### src/rtl/fphub_to_ieee_converter_if.sv
// Stream bundle for the FPHUB -> IEEE converter: input word handshake and output word handshake.
// The master is the producer/consumer side; the slave is the converter.
interface fphub_to_ieee_converter_if #(
    parameter int M = 23,
    parameter int E = 8
);
    logic           in_valid;
    logic           in_ready;
    logic [E+M:0]   in_hub;
    logic           out_valid;
    logic           out_ready;
    logic [E+M+1:0] out_ieee;
    logic [2:0]     out_flags;

    modport master (
        output in_valid, in_hub, out_ready,
        input  in_ready, out_valid, out_ieee, out_flags
    );

    modport slave (
        input  in_valid, in_hub, out_ready,
        output in_ready, out_valid, out_ieee, out_flags
    );
endinterface

### src/rtl/fphub_to_ieee_converter.sv
// Exact FPHUB -> IEEE-style converter, two-stage valid/ready pipeline (classify, assemble).
// Define FPHUB_CONV_STATS_EN to build the saturating NaN/Inf/flush statistics counters.
module fphub_to_ieee_converter #(
    parameter int M     = 23,
    parameter int E     = 8,
    parameter int CNT_W = 16
) (
    input  logic                     clk,
    input  logic                     rst_n,
    fphub_to_ieee_converter_if.slave bus,
    input  logic                     stats_clr,
    output logic [CNT_W-1:0]         nan_cnt,
    output logic [CNT_W-1:0]         inf_cnt,
    output logic [CNT_W-1:0]         flush_cnt
);

    typedef enum logic [2:0] {
        CLS_NORMAL,
        CLS_ZERO,
        CLS_FLUSH,
        CLS_INF,
        CLS_NAN
    } cls_t;

    // Input field split and classification
    logic         w_sign;
    logic [E-1:0] w_exp;
    logic [M-1:0] w_man;
    logic         w_exp_zero;
    logic         w_exp_ones;
    logic         w_man_zero;
    cls_t         w_cls;

    assign w_sign     = bus.in_hub[E+M];
    assign w_exp      = bus.in_hub[E+M-1:M];
    assign w_man      = bus.in_hub[M-1:0];
    assign w_exp_zero = (w_exp == '0);
    assign w_exp_ones = &w_exp;
    assign w_man_zero = (w_man == '0);

    always_comb begin
        w_cls = CLS_NORMAL;
        if (w_exp_zero)      w_cls = w_man_zero ? CLS_ZERO : CLS_FLUSH;
        else if (w_exp_ones) w_cls = w_man_zero ? CLS_INF  : CLS_NAN;
    end

    // Pipeline control: a stage advances when it is empty or the stage after it drains
    logic r_s1_v;
    logic r_s2_v;
    logic w_s2_adv;
    logic w_s1_adv;
    logic w_in_hs;

    assign w_s2_adv     = !r_s2_v || bus.out_ready;
    assign w_s1_adv     = !r_s1_v || w_s2_adv;
    assign bus.in_ready = w_s1_adv;
    assign w_in_hs      = bus.in_valid && w_s1_adv;

    // Stage 1 registers
    logic         r_s1_sign;
    logic [E-1:0] r_s1_exp;
    logic [M-1:0] r_s1_man;
    cls_t         r_s1_cls;

    always_ff @(posedge clk or negedge rst_n) begin
        if (!rst_n) begin
            r_s1_v    <= 1'b0;
            r_s1_sign <= 1'b0;
            r_s1_exp  <= '0;
            r_s1_man  <= '0;
            r_s1_cls  <= CLS_ZERO;
        end else if (w_s1_adv) begin
            r_s1_v <= bus.in_valid;
            if (w_in_hs) begin
                r_s1_sign <= w_sign;
                r_s1_exp  <= w_exp;
                r_s1_man  <= w_man;
                r_s1_cls  <= w_cls;
            end
        end
    end

    // Stage 2 assembly; the implicit ILSB becomes the explicit fraction LSB
    logic [E+M+1:0] w_ieee;
    logic [2:0]     w_flags;

    always_comb begin
        w_ieee  = '0;
        w_flags = 3'b000;
        case (r_s1_cls)
            CLS_NORMAL: w_ieee = {r_s1_sign, r_s1_exp, r_s1_man, 1'b1};
            CLS_ZERO, CLS_FLUSH: begin
                w_ieee  = {r_s1_sign, {E{1'b0}}, {(M+1){1'b0}}};
                w_flags = 3'b001;
            end
            CLS_INF: begin
                w_ieee  = {r_s1_sign, {E{1'b1}}, {(M+1){1'b0}}};
                w_flags = 3'b010;
            end
            CLS_NAN: begin
                w_ieee  = {1'b0, {E{1'b1}}, 1'b1, {M{1'b0}}};
                w_flags = 3'b100;
            end
            default: begin
                w_ieee  = '0;
                w_flags = 3'b000;
            end
        endcase
    end

    logic [E+M+1:0] r_out_ieee;
    logic [2:0]     r_out_flags;
    logic           r_s2_flush;

    always_ff @(posedge clk or negedge rst_n) begin
        if (!rst_n) begin
            r_s2_v      <= 1'b0;
            r_out_ieee  <= '0;
            r_out_flags <= 3'b000;
            r_s2_flush  <= 1'b0;
        end else if (w_s2_adv) begin
            r_s2_v <= r_s1_v;
            if (r_s1_v) begin
                r_out_ieee  <= w_ieee;
                r_out_flags <= w_flags;
                r_s2_flush  <= (r_s1_cls == CLS_FLUSH);
            end
        end
    end

    assign bus.out_valid = r_s2_v;
    assign bus.out_ieee  = r_out_ieee;
    assign bus.out_flags = r_out_flags;

`ifdef FPHUB_CONV_STATS_EN
    // Events are taken at the output handshake so a stalled hold is never recounted
    logic             w_out_hs;
    logic [CNT_W-1:0] r_nan_cnt;
    logic [CNT_W-1:0] r_inf_cnt;
    logic [CNT_W-1:0] r_flush_cnt;

    assign w_out_hs = r_s2_v && bus.out_ready;

    function automatic logic [CNT_W-1:0] sat_inc(input logic [CNT_W-1:0] v);
        return (&v) ? v : v + 1'b1;
    endfunction

    always_ff @(posedge clk or negedge rst_n) begin
        if (!rst_n) begin
            r_nan_cnt   <= '0;
            r_inf_cnt   <= '0;
            r_flush_cnt <= '0;
        end else if (stats_clr) begin
            r_nan_cnt   <= '0;
            r_inf_cnt   <= '0;
            r_flush_cnt <= '0;
        end else if (w_out_hs) begin
            if (r_out_flags[2]) r_nan_cnt   <= sat_inc(r_nan_cnt);
            if (r_out_flags[1]) r_inf_cnt   <= sat_inc(r_inf_cnt);
            if (r_s2_flush)     r_flush_cnt <= sat_inc(r_flush_cnt);
        end
    end

    assign nan_cnt   = r_nan_cnt;
    assign inf_cnt   = r_inf_cnt;
    assign flush_cnt = r_flush_cnt;
`else
    logic [1:0] w_unused_stats;
    assign w_unused_stats = {stats_clr, r_s2_flush};
    assign nan_cnt        = '0;
    assign inf_cnt        = '0;
    assign flush_cnt      = '0;
`endif

endmodule
### src/flat_wrapper.sv
// flat-port wrapper written by rule: the top's interface ports become plain ports
module fphub_to_ieee_converter_flat 
#(
    parameter int M     = 23,
    parameter int E     = 8,
    parameter int CNT_W = 16
)
  (clk, rst_n, stats_clr, nan_cnt, inf_cnt, flush_cnt, bus_in_valid, bus_in_hub, bus_out_ready, bus_in_ready, bus_out_valid, bus_out_ieee, bus_out_flags);
  fphub_to_ieee_converter_if #(.M(M), .E(E)) bus_i ();
  input  logic clk;
  input  logic rst_n;
  input  logic stats_clr;
  output logic [CNT_W-1:0] nan_cnt;
  output logic [CNT_W-1:0] inf_cnt;
  output logic [CNT_W-1:0] flush_cnt;
  input wire logic [$bits(bus_i.in_valid)-1:0] bus_in_valid;
  input wire logic [$bits(bus_i.in_hub)-1:0] bus_in_hub;
  input wire logic [$bits(bus_i.out_ready)-1:0] bus_out_ready;
  output wire logic [$bits(bus_i.in_ready)-1:0] bus_in_ready;
  output wire logic [$bits(bus_i.out_valid)-1:0] bus_out_valid;
  output wire logic [$bits(bus_i.out_ieee)-1:0] bus_out_ieee;
  output wire logic [$bits(bus_i.out_flags)-1:0] bus_out_flags;
  assign bus_i.in_valid = bus_in_valid;
  assign bus_i.in_hub = bus_in_hub;
  assign bus_i.out_ready = bus_out_ready;
  assign bus_in_ready = bus_i.in_ready;
  assign bus_out_valid = bus_i.out_valid;
  assign bus_out_ieee = bus_i.out_ieee;
  assign bus_out_flags = bus_i.out_flags;
  fphub_to_ieee_converter #(.M(M), .E(E), .CNT_W(CNT_W)) u_core (.clk(clk), .rst_n(rst_n), .bus(bus_i), .stats_clr(stats_clr), .nan_cnt(nan_cnt), .inf_cnt(inf_cnt), .flush_cnt(flush_cnt));
endmodule
### config.mk
export PLATFORM = sky130hd
export DESIGN_NAME = fphub_to_ieee_converter_flat
export DESIGN_NICKNAME = d
export VERILOG_FILES = /design/src/rtl/fphub_to_ieee_converter_if.sv /design/src/rtl/fphub_to_ieee_converter.sv /design/src/flat_wrapper.sv
export SDC_FILE = /design/constraint.sdc
export NUM_CORES = 1
export LEC_CHECK = 0
export BUFFER_PORTS_ARGS = -buffer_cell sky130_fd_sc_hd__buf_4
export CORE_MARGIN = 3
export CORE_UTILIZATION = 49
export CTS_CLUSTER_SIZE = 40
export DETAILED_ROUTE_END_ITERATION = 10
export PLACE_DENSITY = 0.82
export SLEW_MARGIN = 20
export SYNTH_ARGS = -nofsm -noshare
export SYNTH_HDL_FRONTEND = slang
export SYNTH_SLANG_ARGS = --single-unit
export TNS_END_PERCENT = 30
### constraint.sdc
create_clock -name clk -period 1.6 [get_ports clk]
set_input_delay 0.08 -clock clk [delete_from_list [all_inputs] [get_ports clk]]
set_output_delay 0.08 -clock clk [all_outputs]
set_load 0.1 [all_outputs]
==> results.sh <==
export IMPL_finalClockSkew_ps=10.1
export IMPL_p_switching_mw=3.08
export IMPL_path_clk_slew_ps=80
export IMPL_coreArea_um2=6130
export IMPL_fin_crit_sh=0.965
export IMPL_antenna_found_initial=0
export IMPL_power_density_nw_per_um2=1540
export IMPL_overflow=0
export IMPL_h_tree_depth=3
export IMPL_crit_slowest_cell="dlygate4sd3_1"
export IMPL_numClockSinks=73
export IMPL_use_met3=0.0350
export IMPL_synthArstFlopShare=1.00
export IMPL_critical_path_arrival_ps=1780
export IMPL_switching_share=0.456
export IMPL_drt_wl_total_um=7300
export IMPL_dieArea_um2=7590
export IMPL_use_met1=0.255
export IMPL_yosys_register_bits=73
export IMPL_post_place_cells=405
export IMPL_finalHoldViolations=0
export IMPL_nNetsFinal=412
export IMPL_drive_gt1_frac=0.367
export IMPL_p_comb_frac=0.430
export IMPL_final_core_util=0.717
export IMPL_final_cell_count_no_fill=454
export IMPL_layout_common_cells="buf_4, dfrtp_1, conb_1"
export IMPL_setup_viol=0
export IMPL_synth_top_cell_by_area="dfrtp_1"
export IMPL_finalPower_mw=6.76
export IMPL_design_area_um2=4400
export IMPL_cp_max_fo=3
export IMPL_drv_cap=0
export IMPL_grt_met2_usage=0.340
export IMPL_place_ws_ps=168
export IMPL_crit_buf_inv=2
export IMPL_gp_congestion=0.797
export IMPL_drtPass1Iterations=4
export IMPL_hold_slack_ps=22.9
export IMPL_crit_path_end_kind="register"
export IMPL_clockBufferDepth=2
export IMPL_dieHeight_um=87.1
export IMPL_num_vias=2266
export IMPL_hold_class="input port to register"
export IMPL_die_x_um=87.1
export IMPL_leakage_nw=2.14
export IMPL_worstPathRequired_ps=1840
export IMPL_slew_viol_final=0
export IMPL_cts_tree="done"
export IMPL_synth_warnings=0
export IMPL_setup_slack_ps=55.8
export IMPL_ant_nets=0
export IMPL_cpPeakStageDelay_ps=540
export IMPL_synth_ff_type="dfrtp_1"
export IMPL_netlist_area_um2=3220
export IMPL_grt_pass1_wl_um=11700
export IMPL_synth_edf_count=0
export IMPL_path_cells="dlygate4sd3_1, buf_4, nor4_1, nand4_1, or2_1, o31ai_2"
export IMPL_max_freq_ghz=0.648
export IMPL_synthCells=261
export IMPL_grt_max_degree=43
export IMPL_io_pin_count=123
export IMPL_n_antenna_cell=0
export IMPL_io_buffers=73
export IMPL_power_share_clock=0.224
export IMPL_numCtsBuffers=9
export IMPL_finalCriticalPeriod_ps=1540
export IMPL_layout_commonest_cell="buf_4"
export IMPL_place_area_um2=3830
export IMPL_via_per_inst=4.99
export IMPL_synthDistinctLibCells=32
export IMPL_num_rows=28
export IMPL_status="complete, no violations"
export IMPL_cts_root_buf="clkbuf_8"
export IMPL_synthTopCellsByArea="dfrtp_1, buf_4, mux2_2"
export IMPL_track_usage=0.201
export IMPL_finalSetupTns_ps=0
export IMPL_clk_latency_ps=330
export IMPL_seqPwrFrac=0.346
export IMPL_crit_path_start_kind="input port"
export IMPL_drt_iter0_drc=91
export IMPL_avgSynthCellArea_um2=12.4
export IMPL_crit_family="simple AND/OR/NAND/NOR gates"
export IMPL_dp_hpwl_um=4750
export IMPL_vdd_ir_drop_max_mv=1.28
export IMPL_critPathKind="input port to register"
export IMPL_area_delta_synth_final_pct=36.4
export IMPL_drc=0
export IMPL_yosys_area_top_type_share=0.559
export IMPL_wl_per_cell_um=16.1
export IMPL_ys_seq_area_frac=0.567
export IMPL_p_int_mw=3.68
export IMPL_initial_utilization=0.526
export IMPL_grt_pass1_vias=2378
export IMPL_busiest_layer="met2"
[layout make-up]
class | instances | area (um2)
multi-input cells | 177 | 1300
fillers | 426 | 1730
flip-flops and latches | 73 | 1830
repair buffers | 114 | 963
clock buffers | 9 | 124
clock inverters | 6 | 83.8
well taps | 75 | 93.8
[cells in the mapped netlist (2+ instances only)]
library cell,n
dfrtp_1,72
buf_4,51
mux2_2,33
a22o_1,22
nor2_1,14
nand2_1,12
o21ai_0,11
a21oi_1,8
clkbuf_1,4
nor4_1,4
buf_2,3
nand2b_1,3
nand4_1,3
nand3_1,2
or4_1,2
[sequential cells by signal, summed over array words and instances, names as in the netlist]
name                  flops
u_core.r_s1_sign          1
u_core.bus.out_ieee      33
u_core.r_s1_cls           3
u_core.r_s1_v             1
u_core.bus.out_valid      1
u_core.r_s1_exp           8
u_core.r_s1_man          23
u_core.bus.out_flags      3
[cells by family (layout without fill, tap and decap cells)]
kind of cell,Yosys count,in the layout,share of synthesized area
DFF,73,73,0.567
buffers and inverters,58,129,0.128
and+or+nand+nor,49,49,0.0830
AOI/OAI and AO/OA,46,46,0.103
muxes,33,33,0.115
other,1,48,0.00116
xor gates and xnor gates,1,1,0.00272
[layer usage]
metal / part of all wire / routed length [um]
met2: 0.50 / 3660
met1: 0.42 / 3100
met3: 0.056 / 409
met4: 0.019 / 136
met5: 0 / 0
[power by group through the flow]
| stage | clock network (mW) | logic, mW | registers, mW |
|---|---|---|---|
| 6_report | 1.52 | 2.91 | 2.34 |
| 5_1_grt | 1.64 | 3.00 | 2.37 |
| 4_1_cts | 1.55 | 2.90 | 2.33 |
| 3_5_place_dp | 0 | 2.83 | 2.36 |
| 3_3_place_gp | 0 | 2.80 | 2.35 |
| 2_1_floorplan | 0 | 1.06 | 3.66 |
[worst paths after layout]
kind                                         start                 endpoint  slack, ps  cells after the start
setup / recovery                    bus_in_hub[10]       u_core.r_s1_cls[0]         60                      6
hold / removal                        bus_in_valid            u_core.r_s1_v         20                      2
setup reg to reg              u_core.bus.out_valid  u_core.bus.out_ieee[30]        140                      4
hold reg to reg            u_core.bus.out_ieee[32]  u_core.bus.out_ieee[32]        480                      2
max in group asynchronous                    rst_n       u_core.r_s1_cls[0]        710                      3
min in group asynchronous                    rst_n  u_core.bus.out_ieee[30]        240                      2
[repair_timing]
item / in CTS / in global routing
gates resized for setup: 0 / 3
hold buffers: 33 / 0
endpoints found under the setup margin: 0 / 1
setup buffers: 0 / 1
hold endpoints to repair: 63 / 0
Power figures use the tool's default switching activity.
